<file path="src/rtl/trap_sequencer.sv">
// Trap sequencer: turns fetch/execute exceptions and MRET into flushes, PC redirects and CSR trap writes.
// Latency: trap flush N+1, redirect N+2; MRET redirect N+1. Optional macro TRAP_MTVAL_EN adds the mtval capture.

`ifndef XLEN_32b
`define XLEN_32b 2'd1
`endif
`ifndef XLEN_64b
`define XLEN_64b 2'd2
`endif
`ifndef USER
`define USER 2'b00
`endif
`ifndef MACHINE
`define MACHINE 2'b11
`endif
`ifndef E_INSTR_MISALIGNED
`define E_INSTR_MISALIGNED   4'd0
`define E_INSTR_ACCESS_FAULT 4'd1
`define E_ILLEGAL_INSTR      4'd2
`define E_BREAKPOINT         4'd3
`define E_LOAD_MISALIGNED    4'd4
`define E_LOAD_ACCESS_FAULT  4'd5
`define E_STORE_MISALIGNED   4'd6
`define E_STORE_ACCESS_FAULT 4'd7
`define E_ECALL              4'd8
`define NO_E                 4'hF
`endif

module trap_sequencer #(
    parameter logic [1:0] XLEN = `XLEN_64b,
    localparam int W = 1 << (int'(XLEN) + 4)
) (
    input  logic         i_clk,
    input  logic         i_rst_n,
    input  logic [3:0]   i_exception_code_f,
    input  logic [3:0]   i_exception_code_e,
    input  logic [W-1:0] i_pc_f,
    input  logic [W-1:0] i_pc_e,
    input  logic [W-1:0] i_alu_out_e,
    input  logic         i_mret_e,
    input  logic [W-1:0] i_mtvec,
    input  logic [W-1:0] i_mepc,
    input  logic [1:0]   i_mstatus_mpp,
    output logic         o_flush_f,
    output logic         o_flush_d,
    output logic         o_flush_e,
    output logic         o_redirect_valid,
    output logic [W-1:0] o_redirect_pc,
    output logic         o_trap_we,
    output logic [W-1:0] o_mepc,
    output logic [W-1:0] o_mcause,
    output logic [W-1:0] o_mtval,
    output logic         o_mret_we,
    output logic [1:0]   o_current_privilege,
    output logic         o_disable_exceptions_1cc,
    output logic         o_busy
);

    typedef enum logic [1:0] {
        S_IDLE,
        S_TRAP,
        S_REDIRECT,
        S_MRET
    } state_e;

    state_e       state_q, state_d;
    logic [1:0]   priv_q, priv_d;
    logic [W-1:0] mepc_q, mepc_d;
    logic [W-1:0] mcause_q, mcause_d;

    logic         exc_e_vld;
    logic         exc_f_vld;
    logic [3:0]   cap_code;
    logic [W-1:0] cap_pc;
    logic [W-1:0] cap_cause;

    // Execute-stage faults are older in program order, so they take priority.
    assign exc_e_vld = (i_exception_code_e != `NO_E);
    assign exc_f_vld = (i_exception_code_f != `NO_E);
    assign cap_code  = exc_e_vld ? i_exception_code_e : i_exception_code_f;
    assign cap_pc    = exc_e_vld ? i_pc_e : i_pc_f;
    assign cap_cause = (cap_code == `E_ECALL) ? (W'(8) + W'(priv_q)) : W'(cap_code);

`ifdef TRAP_MTVAL_EN
    logic [W-1:0] mtval_q, mtval_d;
    logic [W-1:0] cap_tval;

    always_comb begin
        case (cap_code)
            `E_LOAD_MISALIGNED, `E_LOAD_ACCESS_FAULT,
            `E_STORE_MISALIGNED, `E_STORE_ACCESS_FAULT: cap_tval = i_alu_out_e;
            `E_INSTR_MISALIGNED:                        cap_tval = cap_pc;
            default:                                    cap_tval = '0;
        endcase
    end

    always_comb begin
        mtval_d = mtval_q;
        if ((state_q == S_IDLE) && (exc_e_vld || exc_f_vld)) begin
            mtval_d = cap_tval;
        end
    end

    always_ff @(posedge i_clk or negedge i_rst_n) begin
        if (!i_rst_n) begin
            mtval_q <= '0;
        end else begin
            mtval_q <= mtval_d;
        end
    end

    assign o_mtval = (state_q == S_TRAP) ? mtval_q : '0;
`else
    logic unused_alu_out;
    assign unused_alu_out = ^i_alu_out_e;
    assign o_mtval        = '0;
`endif

    logic unused_mtvec_mode;
    assign unused_mtvec_mode = ^i_mtvec[1:0];

    always_ff @(posedge i_clk or negedge i_rst_n) begin
        if (!i_rst_n) begin
            state_q  <= S_IDLE;
            priv_q   <= `MACHINE;
            mepc_q   <= '0;
            mcause_q <= '0;
        end else begin
            state_q  <= state_d;
            priv_q   <= priv_d;
            mepc_q   <= mepc_d;
            mcause_q <= mcause_d;
        end
    end

    always_comb begin
        state_d                  = state_q;
        priv_d                   = priv_q;
        mepc_d                   = mepc_q;
        mcause_d                 = mcause_q;
        o_flush_f                = 1'b0;
        o_flush_d                = 1'b0;
        o_flush_e                = 1'b0;
        o_redirect_valid         = 1'b0;
        o_redirect_pc            = '0;
        o_trap_we                = 1'b0;
        o_mepc                   = '0;
        o_mcause                 = '0;
        o_mret_we                = 1'b0;
        o_disable_exceptions_1cc = 1'b0;

        case (state_q)
            S_IDLE: begin
                if (exc_e_vld || exc_f_vld) begin
                    mepc_d   = cap_pc;
                    mcause_d = cap_cause;
                    state_d  = S_TRAP;
                end else if (i_mret_e) begin
                    state_d = S_MRET;
                end
            end
            S_TRAP: begin
                o_flush_f = 1'b1;
                o_flush_d = 1'b1;
                o_flush_e = 1'b1;
                o_trap_we = 1'b1;
                o_mepc    = mepc_q;
                o_mcause  = mcause_q;
                priv_d    = `MACHINE;
                state_d   = S_REDIRECT;
            end
            S_REDIRECT: begin
                // The instruction arriving at the handler must not re-trap on stale state.
                o_redirect_valid         = 1'b1;
                o_redirect_pc            = {i_mtvec[W-1:2], 2'b00};
                o_disable_exceptions_1cc = 1'b1;
                state_d                  = S_IDLE;
            end
            S_MRET: begin
                o_flush_f        = 1'b1;
                o_flush_d        = 1'b1;
                o_flush_e        = 1'b1;
                o_redirect_valid = 1'b1;
                o_redirect_pc    = i_mepc;
                o_mret_we        = 1'b1;
                priv_d           = i_mstatus_mpp;
                state_d          = S_IDLE;
            end
            default: begin
                state_d = S_IDLE;
            end
        endcase
    end

    assign o_current_privilege = priv_q;
    assign o_busy              = (state_q != S_IDLE);

endmodule

</file>
<file path="config.mk">
export PLATFORM = sky130hd
export DESIGN_NAME = trap_sequencer
export DESIGN_NICKNAME = d
export VERILOG_FILES = /design/src/rtl/trap_sequencer.sv
export SDC_FILE = /design/constraint.sdc
export NUM_CORES = 1
export LEC_CHECK = 0
export BUFFER_PORTS_ARGS = -buffer_cell sky130_fd_sc_hd__buf_2
export CORE_AREA = 2 2 232 234
export CTS_CLUSTER_DIAMETER = 80
export DETAILED_ROUTE_END_ITERATION = 8
export DIE_AREA = 0 0 234 236
export SLEW_MARGIN = 30
export SYNTH_ARGS = -nofsm -noshare
export SYNTH_HDL_FRONTEND = slang
export SYNTH_SLANG_ARGS = --single-unit
</file>
<file path="constraint.sdc">
create_clock -name i_clk -period 2.2 [get_ports i_clk]
set_input_delay 0.22 -clock i_clk [delete_from_list [all_inputs] [get_ports i_clk]]
set_output_delay 0.22 -clock i_clk [all_outputs]
set_load 0.01 [all_outputs]
</file>
==> results_dict.tcl, run 1 <==
set metrics [dict create \
    clockBufferDepth 2 \
    crit_required_ns 1.98 \
    clockPowerShare_pct 17.6 \
    clkSinkCount 72 \
    hold_viol_final 0 \
    r2r_slack_ns 0.61 \
    hold_start "i_mstatus_mpp[0]" \
    dp_hpwl_um 16000 \
    synth_largest_area_cell "dfrtp_1" \
    synth_edf_count 0 \
    fp.coreArea_um2 53100 \
    die-height_um 236 \
    async_flop_share_pct 100 \
    tns_ns 0 \
    utilization_pct 16.3 \
    synth_most_common_cell "buf_4" \
    syn_inst 670 \
    cp-end-kind "primary output" \
    worstHoldPathType "primary input to flop" \
    crit_path_max_fanout 58 \
    setup.worst_path.start_class "flop" \
    cts_buffers 9 \
    clock_latency_ns 0.37 \
    place_area_um2 8330 \
    timing.fmax_mhz 495 \
    wl_per_cell_um 11.0 \
    power_density_nw_per_um2 1060 \
    synth_area_leaders "dfrtp_1 (30%), mux2i_1 (22%), buf_4 (17%)" \
    drive_gt1_share_pct 42.6 \
    status "completed" \
    drv_slew 0 \
    synth_cell_types 30 \
    worstHoldEndpoint "o_current_privilege[0]" \
    hold_path_depth 2 \
    swShare_pct 42.4 \
    skew_ns 0.00515 \
    finalWorstSetupSlack_ns 0.182 \
    die_area_um2 55200 \
    rows 85 \
    layout.nets 1396 \
    pwr-share-seq_pct 25.5 \
    antenna_cells 0 \
    timing.final.crit_share_pct 91.7 \
    reg2reg_depth 6 \
    intPower_w 0.00528 \
    r2r-end "mepc_q[24]" \
    synth-seq-area-share_pct 30.7 \
    initial_core_util_pct 11.1 \
    r2r-start "state_q[0]" \
    vdd_ir_drop_max_mv 0.681 \
    grt_use_total_pct 6.61 \
    grt.overflow.total 0 \
    p_leak_nw 4.96 \
    io_buffer_count 408 \
    netSwitchingPower_w 0.00389 \
    die_w_um 234 \
    h-tree-depth 3 \
    clk_root_buffer_cell "clkbuf_16" \
    setup_violations 0 \
    crit_type "flop to primary output" \
    antenna_found_initial 3 \
    combinationalPowerShare_pct 56.9 \
    maxCapViolCount 0 \
    grt_pass1_wl_um 26700 \
    synth-main-ff-cell "dfrtp_1" \
    antenna_left 0 \
    area_delta_synth_final_pct 47.1 \
    place_ws_ns 0.214 \
    via_per_inst 3.08 \
    worstPathArrival_ns 1.80 \
    final_area_um2 8660 \
    drt_pre_antenna_iters 4 \
    drt_iter0_markers 113 \
    syn_area_per_cell_um2 8.78 \
    ys_warn_count 0 \
    drc_errors 0 \
    cts.clk_slew.worst_paths_ns 0.07 \
    ys_seq_elements 72 \
    cts_tree "built" \
    netlist_area_um2 5880 \
    rsz0062_at_grt "false" \
    cts_resized 0 \
    yosysTopAreaCellShare_pct 29.8 \
    ios 599 \
    route.vias.total 5434 \
    layout_min_cycle_time_ns 2.02 \
    place_congestion 0.719 \
    synth_common_cells "buf_4 (137), mux2i_1 (128), nand2_1 (71), dfrtp_1 (70), and2_1 (68)" \
    wirelength_um 19400 \
    grt_max_degree 59 \
    grt_pass1_vias 4781 \
]
placed cells by master (no fill, tap or decap), types with 3 or more instances in the layout:
| cell | n |
|---|---|
| clkbuf_16 | 9 |
| buf_4 | 17 |
| nor2_1 | 4 |
| o21ai_0 | 52 |
| buf_2 | 407 |
| dfrtp_1 | 68 |
| conb_1 | 124 |
| and2_1 | 68 |
| mux2i_1 | 128 |
| inv_6 | 3 |
| nand2_1 | 71 |
| o21ai_1 | 16 |
| buf_12 | 5 |
| nor2b_1 | 65 |
worst max path at each step:
stage,start,endpoint,slack (ns),cells past startpoint
finish,state_q[0],o_redirect_pc[57],0.18,5
global route,state_q[0],o_redirect_pc[62],0.02,5
CTS,state_q[0],o_redirect_pc[44],0.1,5
detailed placement,i_exception_code_e[3],mepc_q[12],0.21,6
global placement,i_exception_code_e[3],mepc_q[12],0.21,6
floorplan,state_q[1],o_mepc[44],0.68,4
metal layers:
| layer | vias to the layer above | GRT usage, % | part of all wire, % |
|---|---|---|---|
| li1 | 2734 | - | - |
| met1 | 2388 | 6.85 | 38 |
| met2 | 296 | 12.0 | 51 |
| met3 | 16 | 2.28 | 8.7 |
| met4 | 0 | 2.63 | 1.8 |
| met5 | - | 0 | 0 |
flip-flops by register name, indices dropped and copies added (netlist names):
signal,count
mepc_q,64
mcause_q,4
o_current_privilege,2
state_q,2
logic make-up (layout without fill, tap and decap cells):
| kind of cell | Yosys count | count (layout) | share of synthesized area [%] |
|---|---|---|---|
| DFF | 72 | 72 | 30.7 |
| AOI/OAI and AO/OA | 77 | 77 | 7.10 |
| buffers and inverters | 174 | 449 | 20.2 |
| and+or+nand+nor | 218 | 218 | 20.2 |
| other | 1 | 124 | 0.0637 |
| muxes | 128 | 128 | 21.8 |
per-stage QoR:
stage / hold WS, ns / std cells / total power (W)
after floorplan: -0.0756 / 793 / 0.00574
after global placement: 0.213 / 1746 / 0.00760
after detailed placement: 0.214 / 1747 / 0.00772
after CTS: 0.0190 / 1764 / 0.00944
after global routing: 0.0413 / 1764 / 0.0100
final: 0.0674 / 1764 / 0.00917
area by class of cell:
class	instances	area, µm²
clock inverter	6	72.6
fill	6053	44400
sequential	72	1810
inverter	2	7.51
tap	696	871
timing repair buffer	431	2300
multi-input combinational	547	3350
clock buffer	10	239
repair_timing:
item / in CTS / in global routing
buffers inserted: 0 / 0
hold endpoints to repair: 24 / 0
hold buffers: 1 / 0
power by group through the flow:
stage	clock, W	sequential (W)	combinational (W)
after floorplan	0	0.00224	0.00350
after detailed placement	0	0.00238	0.00534
after global placement	0	0.00236	0.00524
final	0.00161	0.00234	0.00522
after CTS	0.00174	0.00236	0.00535
after global routing	0.00177	0.00244	0.00583
worst max-delay path: stages, from the launching register on:
cell     delay [ns]
dfrtp_4        0.44
buf_12         0.30
buf_4          0.27
mux2i_1        0.20
nor2b_1        0.06
buf_2          0.13
Power figures use the tool's default switching activity.
==> run 2, diff against run 1 <==
==> constraint.sdc (replaced) <==
create_clock -name i_clk -period 2.2 [get_ports i_clk]
set_input_delay 0 -clock i_clk [delete_from_list [all_inputs] [get_ports i_clk]]
set_output_delay 0 -clock i_clk [all_outputs]
set_load 0.01 [all_outputs]
==> run 2 against run 1 <==
Routed wire length up 9.7%. Sequential power about the same. Total power up 0.92%.
==> results_dict.tcl, run 2 (synthesized netlist as in run 1, its figures left out) <==
set metrics [dict create \
    route.vias.total 5943 \
    initial_core_util_pct 11.1 \
    top_register "mepc_q" \
    critPathMostFrequentCell "dlygate4sd3_1" \
    place_ws_ns 0.638 \
    slowest_delay_ns 0.58 \
    timing.fmax_mhz 483 \
    grt.overflow.total 0 \
    antenna_cells 0 \
    area_delta_synth_final_pct 68.3 \
    r2r_slack_ns 0.63 \
    maxCapViolCount 0 \
    cts.clk_slew.worst_paths_ns 0.06 \
    via_per_inst 3.15 \
    final_cell_mix "buf_2 (407), dlygate4sd3_1 (135), mux2i_1 (128)" \
    fp.coreArea_um2 53100 \
    grt_pass1_wl_um 29900 \
    finalNonFillerCells 1886 \
    cts_tree "built" \
    worstHoldPathType "primary input to flop" \
    grt_use_total_pct 7.25 \
    die_w_um 234 \
    cts_buffers 9 \
    netSwitchingPower_w 0.00392 \
    die_area_um2 55200 \
    clockPowerShare_pct 17.9 \
    layout_min_cycle_time_ns 2.07 \
    place_area_um2 8230 \
    clock_latency_ns 0.37 \
    timing.final.crit_share_pct 94.2 \
    hold_path_depth 3 \
    rows 85 \
    status "completed" \
    drt_iter0_markers 78 \
    clkSinkCount 72 \
    cp_top_family "buffers and inverters" \
    drv_slew 0 \
    ios 599 \
    worst-path-stages 7 \
    tns_ns 0 \
    largest_reg_flops 64 \
    io_buffer_count 408 \
    reg2reg_depth 5 \
    antenna_found_initial 2 \
    swShare_pct 42.4 \
    crit_type "primary input to flop" \
    vdd_ir_drop_max_mv 0.424 \
    h-tree-depth 3 \
    setup_violations 0 \
    p_leak_nw 5.46 \
    grt_pass1_vias 5609 \
    slowest_stage "dlygate4sd3_1" \
    die-height_um 236 \
    drive_gt1_share_pct 37.2 \
    power_density_nw_per_um2 935 \
    pwr-share-seq_pct 25.7 \
    antenna_left 0 \
    drc_errors 0 \
    setup.worst_path.start_class "primary input" \
    wl_per_cell_um 11.3 \
    rsz0062_at_grt "false" \
    worstPathArrival_ns 2.31 \
    combinationalPowerShare_pct 56.5 \
    layout.nets 1519 \
    hold_viol_final 0 \
    path_buf_inv 4 \
    drt_pre_antenna_iters 4 \
    place_congestion 0.732 \
    intPower_w 0.00533 \
    grt_max_degree 76 \
    top_regs "mepc_q: 64 flops, mcause_q: 4 flops" \
    wirelength_um 21300 \
    crit_required_ns 2.44 \
    dp.cells 1736 \
    skew_ns 0.00929 \
    finalWorstSetupSlack_ns 0.128 \
    crit_path_max_fanout 25 \
    final_area_um2 9900 \
    p_total_w 0.00925 \
    clk_root_buffer_cell "clkbuf_16" \
    dp_hpwl_um 15700 \
    layout_commonest_cell "buf_2" \
    cp-end-kind "flop" \
    path_cells "dlygate4sd3_1, buf_2, nand4_1, buf_4, mux2i_1, dlygate4sd3_1, o21ai_0" \
    postCtsSetupBuffers 0 \
    n_fill_cell 5913 \
    clockBufferDepth 2 \
]
[run 2: tightest hold or removal path: stages]
cell,delay (ns)
buf_2,0.12
mux2i_1,0.08
o21ai_0,0.16
[run 2: path summary, 6_finish.rpt]
check | startpoint | to
max | i_exception_code_e[2] | mepc_q[8]
min | i_exception_code_e[3] | mcause_q[3]
max reg2reg | state_q[0] | mepc_q[28]
min reg2reg | mepc_q[31] | mepc_q[31]
max in group asynchronous | i_rst_n | mepc_q[30]
min in group asynchronous | i_rst_n | mepc_q[59]
[run 2: what timing repair did]
item                       4_1_cts  5_1_grt
setup endpoints to repair        0        0
gates resized for setup          0        0
hold buffers                   135        0
hold endpoints to repair       100        0
[run 2: power by group through the flow]
stage	Combinational [W]	Sequential, W	Clock [W]
after floorplan	0.00350	0.00224	0
after global placement	0.00507	0.00238	0
after detailed placement	0.00509	0.00240	0
after CTS	0.00530	0.00238	0.00180
after global routing	0.00583	0.00246	0.00181
final	0.00523	0.00237	0.00165
[run 2: per-layer routing]
metal	part of all wire (%)	vias up	GRT usage (%)
li1	-	2982	-
met1	37	2638	7.16
met2	52	299	13.7
met3	8.4	24	2.51
met4	2.4	0	2.78
met5	0	-	0
[run 2: area by class of cell]
class | instances | area, µm² | share of cell area (%)
tap | 696 | 871 | 8.80
clock inverter | 6 | 92.6 | 0.935
clock buffer | 9 | 225 | 2.27
inverter | 2 | 7.51 | 0.0758
timing repair buffer | 554 | 3540 | 35.8
sequential | 72 | 1810 | 18.3
multi-input combinational | 547 | 3350 | 33.9
[run 2: stage by stage]
step	hold WS, ns	utilization (%)
2_1_floorplan	-0.296	-
3_3_place_gp	0.0193	15.5
3_5_place_dp	0.0170	15.5
4_1_cts	0.00816	18.7
5_1_grt	0.0588	18.7
6_report	0.0539	18.7
